## config.mk

```make
export PLATFORM = sky130hd
export DESIGN_NAME = tx_align_framer_ms
export DESIGN_NICKNAME = d
export VERILOG_FILES = /design/src/rtl/align_link_pkg.sv /design/src/rtl/sync_pulse_2ff.sv /design/src/rtl/tx_align_framer_ms.sv
export SDC_FILE = /design/constraint.sdc
export NUM_CORES = 1
export LEC_CHECK = 0
export CAP_MARGIN = 20
export CORE_MARGIN = 2
export CORE_UTILIZATION = 28
export CTS_BUF_LIST = sky130_fd_sc_hd__clkbuf_16
export DETAILED_ROUTE_END_ITERATION = 6
export GPL_TIMING_DRIVEN = 0
export PLACE_DENSITY_LB_ADDON = 0.25
export SKIP_CTS_REPAIR_TIMING = 1
export SYNTH_ARGS = -nofsm -noshare
export SYNTH_HDL_FRONTEND = slang
export SYNTH_HIERARCHICAL = 1
export SYNTH_SLANG_ARGS = --single-unit
```

## constraint.sdc

```tcl
create_clock -name clk -period 3.9 [get_ports clk]
set_input_delay 0.585 -clock clk [delete_from_list [all_inputs] [get_ports clk]]
set_output_delay 0.585 -clock clk [all_outputs]
set_load 0.02 [all_outputs]
```

## src/rtl/align_link_pkg.sv

```systemverilog
// Shared link constants, framer state encoding and output word record.
// Latency: n/a (definitions only).
// Backpressure: n/a. The RX aligner imports the same ALIGN/IDLE constants.
package align_link_pkg;

  localparam int          LINK_W     = 32;
  localparam logic [31:0] ALIGN_WORD = 32'hEB94_BDA3;
  localparam logic [31:0] IDLE_WORD  = 32'h0707_0707;

  typedef enum logic [1:0] {
    S_OFF      = 2'd0,
    S_PREAMBLE = 2'd1,
    S_RUN      = 2'd2,
    S_HDR      = 2'd3
  } framer_state_e;

  // Registered word presented to the SERDES, with its side flags.
  typedef struct packed {
    logic              vld;
    logic              hdr;
    logic              pre;
    logic [LINK_W-1:0] dat;
  } tx_word_t;

  // A configured length of zero still produces one word.
  function automatic logic [7:0] at_least_one8(input logic [7:0] v);
    return (v == 8'd0) ? 8'd1 : v;
  endfunction

  function automatic logic [3:0] at_least_one4(input logic [3:0] v);
    return (v == 4'd0) ? 4'd1 : v;
  endfunction

endpackage

```

## src/rtl/sync_pulse_2ff.sv

```systemverilog
// Two-flop synchronizer for an async level/pulse, then rising-edge detect.
// Latency: o_pulse rises 3 clk after i_async is first sampled high; one cycle wide.
// Backpressure: none.
// Ports: clk, rst (sync, active-high), i_async (async in), o_pulse (registered 1-cycle pulse).
module sync_pulse_2ff (
  input  logic clk,
  input  logic rst,
  input  logic i_async,
  output logic o_pulse
);

  logic sync1_q, sync1_d;
  logic sync2_q, sync2_d;
  logic sync3_q, sync3_d;
  logic pulse_q, pulse_d;

  always_comb begin
    sync1_d = i_async;
    sync2_d = sync1_q;
    sync3_d = sync2_q;
    // Edge taken between the last metastability stage and its delayed copy.
    pulse_d = sync2_q & ~sync3_q;
  end

  always_ff @(posedge clk) begin
    if (rst) begin
      sync1_q <= 1'b0;
      sync2_q <= 1'b0;
      sync3_q <= 1'b0;
      pulse_q <= 1'b0;
    end else begin
      sync1_q <= sync1_d;
      sync2_q <= sync2_d;
      sync3_q <= sync3_d;
      pulse_q <= pulse_d;
    end
  end

  assign o_pulse = pulse_q;

endmodule

```

## src/rtl/tx_align_framer_ms.sv

```systemverilog
// TX framer: ALIGN preamble, periodic ALIGN header bursts, IDLE fill, payload pass-through.
// Latency: payload accepted in cycle N appears on o_tx_data in N+1.
// Backpressure: o_tx_ready low outside S_RUN, during resync and while tx_reset_done is low.
// Ports: clk, rst; tx_reset_done, i_resync_req; cfg_preamble_len/hdr_period/hdr_burst;
//        i_tx_data/i_tx_valid/o_tx_ready payload handshake; o_tx_data/o_tx_valid/o_is_header/
//        o_preamble_active registered word out; o_collision_cnt saturating ALIGN-in-payload count.
module tx_align_framer_ms
  import align_link_pkg::*;
#(
  parameter int W = LINK_W
) (
  input  logic         clk,
  input  logic         rst,
  input  logic         tx_reset_done,
  input  logic         i_resync_req,
  input  logic [7:0]   cfg_preamble_len,
  input  logic [15:0]  cfg_hdr_period,
  input  logic [3:0]   cfg_hdr_burst,
  input  logic [W-1:0] i_tx_data,
  input  logic         i_tx_valid,
  output logic         o_tx_ready,
  output logic [W-1:0] o_tx_data,
  output logic         o_tx_valid,
  output logic         o_is_header,
  output logic         o_preamble_active,
  output logic [15:0]  o_collision_cnt
);

  logic resync_pulse;

  sync_pulse_2ff u_resync_sync (
    .clk     (clk),
    .rst     (rst),
    .i_async (i_resync_req),
    .o_pulse (resync_pulse)
  );

  framer_state_e state_q, state_d;
  logic [7:0]  pre_cnt_q, pre_cnt_d;
  logic [7:0]  pre_len_q, pre_len_d;
  logic [15:0] period_cnt_q, period_cnt_d;
  logic [15:0] period_len_q, period_len_d;
  logic [3:0]  burst_cnt_q, burst_cnt_d;
  logic [3:0]  burst_len_q, burst_len_d;
  logic [15:0] coll_q, coll_d;
  tx_word_t    out_q, out_d;
  logic        accept;

  // rst also blocks the handshake so nothing is consumed while the block is held.
  assign o_tx_ready = !rst && tx_reset_done && (state_q == S_RUN) && !resync_pulse;
  assign accept     = o_tx_ready && i_tx_valid;

  always_comb begin
    state_d      = state_q;
    pre_cnt_d    = pre_cnt_q;
    pre_len_d    = pre_len_q;
    period_cnt_d = period_cnt_q;
    period_len_d = period_len_q;
    burst_cnt_d  = burst_cnt_q;
    burst_len_d  = burst_len_q;
    coll_d       = coll_q;
    out_d        = '0;

    if (accept && (i_tx_data == ALIGN_WORD) && (coll_q != 16'hFFFF)) begin
      coll_d = coll_q + 16'd1;
    end

    case (state_q)
      S_OFF: begin
        if (tx_reset_done) begin
          state_d   = S_PREAMBLE;
          pre_cnt_d = 8'd0;
          pre_len_d = at_least_one8(cfg_preamble_len);
        end
      end
      S_PREAMBLE: begin
        out_d = '{vld: 1'b1, hdr: 1'b1, pre: 1'b1, dat: ALIGN_WORD};
        if (pre_cnt_q == pre_len_q - 8'd1) begin
          state_d      = S_RUN;
          pre_cnt_d    = 8'd0;
          period_cnt_d = 16'd0;
          period_len_d = cfg_hdr_period;
        end else begin
          pre_cnt_d = pre_cnt_q + 8'd1;
        end
      end
      S_RUN: begin
        out_d.vld = 1'b1;
        out_d.dat = accept ? i_tx_data : IDLE_WORD;
        if ((period_len_q != 16'd0) && (period_cnt_q == period_len_q - 16'd1)) begin
          // Period wrap: reload both burst and period settings here.
          state_d      = S_HDR;
          period_cnt_d = 16'd0;
          period_len_d = cfg_hdr_period;
          burst_cnt_d  = 4'd0;
          burst_len_d  = at_least_one4(cfg_hdr_burst);
        end else if (period_cnt_q != 16'hFFFF) begin
          period_cnt_d = period_cnt_q + 16'd1;
        end
      end
      S_HDR: begin
        out_d = '{vld: 1'b1, hdr: 1'b1, pre: 1'b0, dat: ALIGN_WORD};
        if (burst_cnt_q == burst_len_q - 4'd1) begin
          state_d     = S_RUN;
          burst_cnt_d = 4'd0;
        end else begin
          burst_cnt_d = burst_cnt_q + 4'd1;
        end
      end
      default: state_d = S_OFF;
    endcase

    // Resync overrides any header due this cycle.
    if (resync_pulse && (state_q != S_OFF)) begin
      state_d      = S_PREAMBLE;
      pre_cnt_d    = 8'd0;
      pre_len_d    = at_least_one8(cfg_preamble_len);
      period_cnt_d = 16'd0;
      burst_cnt_d  = 4'd0;
    end

    // Losing the PCS drops the word in flight rather than holding it.
    if (!tx_reset_done) begin
      state_d      = S_OFF;
      out_d        = '0;
      pre_cnt_d    = 8'd0;
      period_cnt_d = 16'd0;
      burst_cnt_d  = 4'd0;
    end
  end

  always_ff @(posedge clk) begin
    if (rst) begin
      state_q      <= S_OFF;
      pre_cnt_q    <= 8'd0;
      pre_len_q    <= 8'd0;
      period_cnt_q <= 16'd0;
      period_len_q <= 16'd0;
      burst_cnt_q  <= 4'd0;
      burst_len_q  <= 4'd0;
      coll_q       <= 16'd0;
      out_q        <= '0;
    end else begin
      state_q      <= state_d;
      pre_cnt_q    <= pre_cnt_d;
      pre_len_q    <= pre_len_d;
      period_cnt_q <= period_cnt_d;
      period_len_q <= period_len_d;
      burst_cnt_q  <= burst_cnt_d;
      burst_len_q  <= burst_len_d;
      coll_q       <= coll_d;
      out_q        <= out_d;
    end
  end

  assign o_tx_data         = out_q.dat;
  assign o_tx_valid        = out_q.vld;
  assign o_is_header       = out_q.hdr;
  assign o_preamble_active = out_q.pre;
  assign o_collision_cnt   = coll_q;

endmodule

```

# After elaboration in Yosys (flattened, before gate mapping)

Cells that the tools add are included.

$add $sub $neg: 7
$mul: 0
Divide/modulo/power cells: 0
Magnitude comparators: 0
Eq/ne operators: 16
Shift operators: 0
Multiplexer cells: 26
Bitwise gates (word level): 3
Reductions and logical operators: 31

Operators with widths:

| kind                  | count |
|---|---|
| $mux 16               | 5 |
| $pmux 16 s2           | 2 |
| $pmux 32 s2           | 1 |
| $mux 8                | 5 |
| $add 16x1->16 const B | 2 |
| $eq 32x32->1 const B  | 1 |
| $mux 32               | 1 |
| $ne 16x16->1 const B  | 2 |
| $eq 16x16->1          | 1 |
| $pmux 8 s2            | 1 |
| $reduce_bool 16->1    | 1 |
| $sub 16x1->16 const B | 1 |
| $mux 4                | 3 |
| $reduce_and 3->1      | 4 |
| $reduce_bool 2->1     | 6 |
| $add 8x1->8 const B   | 1 |
| $eq 8x8->1            | 1 |
| $logic_and 1x1->1     | 8 |
| $logic_not 8->1       | 1 |
| $pmux 2 s4            | 1 |
| $pmux 4 s2            | 1 |
| $sub 8x1->8 const B   | 1 |
| $mux 2                | 3 |
| $ne 3x1->1 const B    | 2 |
| 18 further kinds      | 28 |

Register bits: 113
Latch bits: 0
Memory bits (writable): 0
Bits in read-only memories: 0
Bits of input ports: 65
Output and inout port bits: 52
Logic and storage cells: 100
Memories kept: 0

# Logic depth before layout (Yosys ltp)

Gate-level depths: netlist (run 1).

Depth after elaboration: 7
Depth in mapped cells: 11
Depth with buffers taken out: 9

# Modules after synthesis

Netlist (run 1), hierarchy kept.

By module, submodules not included:

| module             | times used | cells each | area an instance (µm²) | seq. area each (µm²) |
|---|---|---|---|---|
| tx_align_framer_ms | 1          | 650        | 5,477.8                | 2,182.1 |
| sync_pulse_2ff     | 1          | 8          | 111.4                  | 80.1 |

# Least setup slack after synthesis (run 1)

OpenSTA, ideal clock, no wires.

Path kind: input to register
Start: in tx_reset_done
End: reg coll_q[13] (netlist: o_collision_cnt[13])
Library setup time: 0.128 ns
Arrival: 3.016 ns
Required time: 3.772 ns
Setup slack: 0.757 ns
Cell stages on the path: 8
Cells stage by stage: nor4bb_1 > nand2_1 > or4_1 > clkbuf_1 > nor4_2 > nor2b_1 > xnor2_1 > nor2_1

Cells in the longest elaborated chain, start to end: 6

Ends and longest elaborated chain:

| item                            | line                      | source |
|---|---|---|
| from (decl)                     | tx_align_framer_ms.sv:14  | `input logic tx_reset_done,` |
| $logic_and 1x1->1 (3 in series) | tx_align_framer_ms.sv:50  | `assign o_tx_ready = !rst && tx_reset_done && (state_q == S_RUN) && !resync_pulse;` |
| $logic_and 1x1->1               | tx_align_framer_ms.sv:51  | `assign accept = o_tx_ready && i_tx_valid;` |
| $logic_and 1x1->1 (2 in series) | tx_align_framer_ms.sv:64  | `if (accept && (i_tx_data == ALIGN_WORD) && (coll_q != 16'hFFFF)) begin` |
| to (signal assigned)            | tx_align_framer_ms.sv:151 | `coll_q <= coll_d;` |
| to (decl)                       | tx_align_framer_ms.sv:45  | `logic [15:0] coll_q, coll_d;` |

No other way between the ends.
A chain may end at the register's enable or synchronous reset.

# Final worst setup path (run 1)

Start: reg period_len_q[0]
End: reg period_cnt_q[11]

Cells in the longest elaborated chain, start to end: 5
Elaborated cells on any way between the ends: 8

Ends and longest elaborated chain:

| item                                                      | line                      | source |
|---|---|---|
| from (decl)                                               | tx_align_framer_ms.sv:42  | `logic [15:0] period_len_q, period_len_d;` |
| from (signal assigned)                                    | tx_align_framer_ms.sv:148 | `period_len_q <= period_len_d;` |
| $sub 16x1->16                                             | tx_align_framer_ms.sv:90  | `if ((period_len_q != 16'd0) && (period_cnt_q == period_len_q - 16'd1)) begin` |
| $eq 16x16->1                                              | tx_align_framer_ms.sv:90  |  |
| $logic_and 1x1->1 (*)                                     | tx_align_framer_ms.sv:90  |  |
| $ne 3x1->1 (no line) or $mux 16 (tied branches)           | n/a                       |  |
| $reduce_and 3->1 (no line) or $pmux 16 s2 (tied branches) | n/a                       |  |
| to (signal assigned)                                      | tx_align_framer_ms.sv:147 | `period_cnt_q <= period_cnt_d;` |
| to (decl)                                                 | tx_align_framer_ms.sv:41  | `logic [15:0] period_cnt_q, period_cnt_d;` |

Every way passes the cells marked *; elsewhere a longest branch is shown, timed or not.

==> results of run 1 <==
## worst max-delay path by stage
stage	startpoint	endpoint	slack, ns	cells after the start
4_1_cts	tx_reset_done	o_collision_cnt[13]$_SDFFE_PP0P_	0.47	9
3_5_place_dp	tx_reset_done	o_collision_cnt[13]$_SDFFE_PP0P_	0.08	9
6_report	period_len_q[0]$_SDFFE_PP0P_	period_cnt_q[11]$_SDFFE_PP0P_	0.51	10
3_3_place_gp	tx_reset_done	o_collision_cnt[13]$_SDFFE_PP0P_	0.07	9
2_1_floorplan	tx_reset_done	o_collision_cnt[13]$_SDFFE_PP0P_	0.76	8
5_1_grt	period_len_q[0]$_SDFFE_PP0P_	period_cnt_q[4]$_SDFFE_PP0P_	0.27	10
## area by class of cell
type                       count  area [µm²]  share of cell area
inverter                      18        67.6             0.00883
clock buffer                  17         425              0.0556
timing repair buffer         116        1160               0.152
clock inverter                13         148              0.0193
buffer                        34         148              0.0193
tap                          265         332              0.0433
multi-input combinational    493        3110               0.407
sequential                   113        2260               0.296
## worst max-delay path, stage by stage, from the launching register on
cell	delay (ns)
dfxtp_1	0.37
inv_1	0.09
ha_1	0.27
or4b_4	0.52
or3_1	0.36
a22o_1	0.26
nor4_4	0.37
a31oi_2	0.25
o21ai_1	0.39
buf_2	0.32
a21oi_1	0.06
## sequential cells by signal, indices dropped and copies added (netlist names), 2 cells and up
| register | cells |
|---|---|
| pre_cnt_q | 8 |
| pre_len_q | 8 |
| o_tx_data | 32 |
| o_collision_cnt | 16 |
| burst_cnt_q | 4 |
| state_q | 2 |
| period_cnt_q | 16 |
| period_len_q | 16 |
| burst_len_q | 4 |
## where the power goes
part           internal (mW)  leakage, nW  switching [mW]  total, mW
clock network          0.985        0.277           0.541       1.53
logic                  0.261         1.52           0.329      0.589
registers               1.19        0.914          0.0410       1.23
total                   2.44         2.71           0.911       3.35
## metal layers
layer | up-vias | global-route usage
li1 | 2658 | -
met1 | 2422 | 0.183
met2 | 137 | 0.246
met3 | 13 | 0.0635
met4 | 0 | 0.0475
met5 | - | 0
## logic make-up after synthesis
family / Yosys count / synth area share
AND/OR/NAND/NOR: 281 / 0.272
AO/OA/AOI/OAI: 147 / 0.168
flip-flops: 113 / 0.405
buffers and inverters: 52 / 0.0385
XOR/XNOR: 47 / 0.0788
adder cells (fa/ha/maj): 12 / 0.0269
multiplexers: 6 / 0.0107
## cells in the final DEF (no fill, tap or decap), types with 5 or more instances in the layout
cell type / instances
a21oi_1: 49
a22oi_1: 5
a31o_2: 6
and2_1: 9
and3_1: 7
clkbuf_1: 26
clkbuf_16: 17
clkdlybuf4s50_1: 116
dfxtp_1: 113
ha_1: 12
inv_1: 19
mux2i_1: 6
nand2_1: 66
nand3_1: 39
nand4_1: 15
nor2_1: 47
nor2b_1: 6
nor3_1: 22
nor4_1: 10
nor4bb_1: 5
o21a_1: 5
o21ai_0: 37
o31ai_1: 11
or2_2: 5
or3_1: 7
or4_1: 19
xnor2_1: 30
xor2_1: 15
==> run metrics, run 1 <==
status=finished, final reports clean; EDFF count, synth=0; CORE AREA=19500 µm²; final setup margin=between 0.5 and 0.6 ns; Remaining Overflow, GRT=0; Die Wd=~150 µm; Setup crit end kind=register; GPL Wtd Cong=a little over 0.8; syn_nets=about 740; maximum vdd drop=286 µV; DR WL/cell=15.0 µm; met1 WL=7150 µm; first-pass GRT wire length=~26000 µm; Post-route DRC=0; metal3 WL=~1300 µm; DR vias=~5200; ranking of synthesized cells by area=dfxtp_1, xnor2_1, nand2_1; area of the mapped netlist=5590 µm²; Worst R2R End=period_cnt_q[11]$_SDFFE_PP0P_; fin crit period=~3.4 ns; Seq/Total Area, Yosys=0.405; reg2reg setup slack=approximately 0.51 ns; critical path arrival=about 3.7 ns; CP Class=register to register; HP Start=u_resync_sync/sync3_q$_SDFF_PP0_; Final HPWL DP=~12000 µm; Synth async-reset ratio=0; Syn Area/Cell=around 8.5 µm²; P per Cell Area=~440 nW/µm²; Area Overhead vs Synth=37.0%; Primary FF master, synth=dfxtp_1; Max-cap violations=0; slew margin rel.=0.458; Worst Hold Class=register to register; dpl cell area=7080 µm²; worst-path maximum fanout=10; worst setup slack after placement=0.0810 ns; Leak Pwr=approximately 2.7 nW; Skew-Pair Late Insertion Delay=roughly 0.41 ns; number of synthesized register bits=113; Max Used Layer=met4; post-synthesis cell count=approximately 660; final instance area=between 7000 and 8000 µm²; H-tree levels=4; yosys warns=6; n_diodes=0; Hold Slack=0.406 ns; Reg2Reg Depth=10; Final Max Tran Viols=0; Post-DRT Antenna Nets=0; Synth cell types=64; Pwr Total=roughly 3.3 mW; Least-Margin Pin Slew=around 0.80 ns; most common cell in the synthesized netlist=dfxtp_1; Reg-to-Reg Start=period_len_q[0]$_SDFFE_PP0P_; Filler cells=2063; Clock Sinks=113; Synth top area share=0.405; Cells after DPL=slightly above 1000; Final nets=870; Setup-failing EPs final=0; DR iter-0 viols=around 290; final hold violation count=0; Clock Skew=0.0110 ns; Max Root-Sink Buffers=2; # rows=around 50; Hold EP=u_resync_sync/o_pulse$_SDFF_PP0_; fmax=0.295 GHz; CP Launch Type=register; Setup TNS Final=0 ns; CTS Root Cell=clkbuf_16; clock-pin transition on the worst setup and hold timing paths=~0.060 ns; I/O pin count=about 120; vias in the first global route=5121; area leader, netlist=dfxtp_1; Hold Path Depth=1; DRT Wirelength=between 15000 and 20000 µm; TritonCTS clock tree=yes; total CTS buffers=17; Pre-Repair DR Iteration Count=4; vias per std cell=a little under 5; area of the die=between 20000 and 25000 µm²; final cell count without fillers=roughly 1100; Routed met2 length=7460 µm; unrepaired setup endpoints after global routing=false; initial antenna violation count=0; Starting Density=0.286; top cells by count, synth=dfxtp_1, nand2_1, a21oi_1, nor2_1, nand3_1; Worst EP required=~4.2 ns; port buffer count=~120; Final period util=0.869; Tot GR Track Use=0.152; largest net degree at the start of global routing=17; fin util=0.392; fraction of layout instances using a drive strength above 1=0.0659; chip height=145 µm
(Power assumes the default switching activity.)
==> inputs of run 2 (changes only) <==
ABC_CLOCK_PERIOD_IN_PS = 3900   (was unset)
CTS_CLUSTER_SIZE = 30   (was unset)
==> results of run 2 <==
Final layout, timing and power as in run 1 (identical DEF).
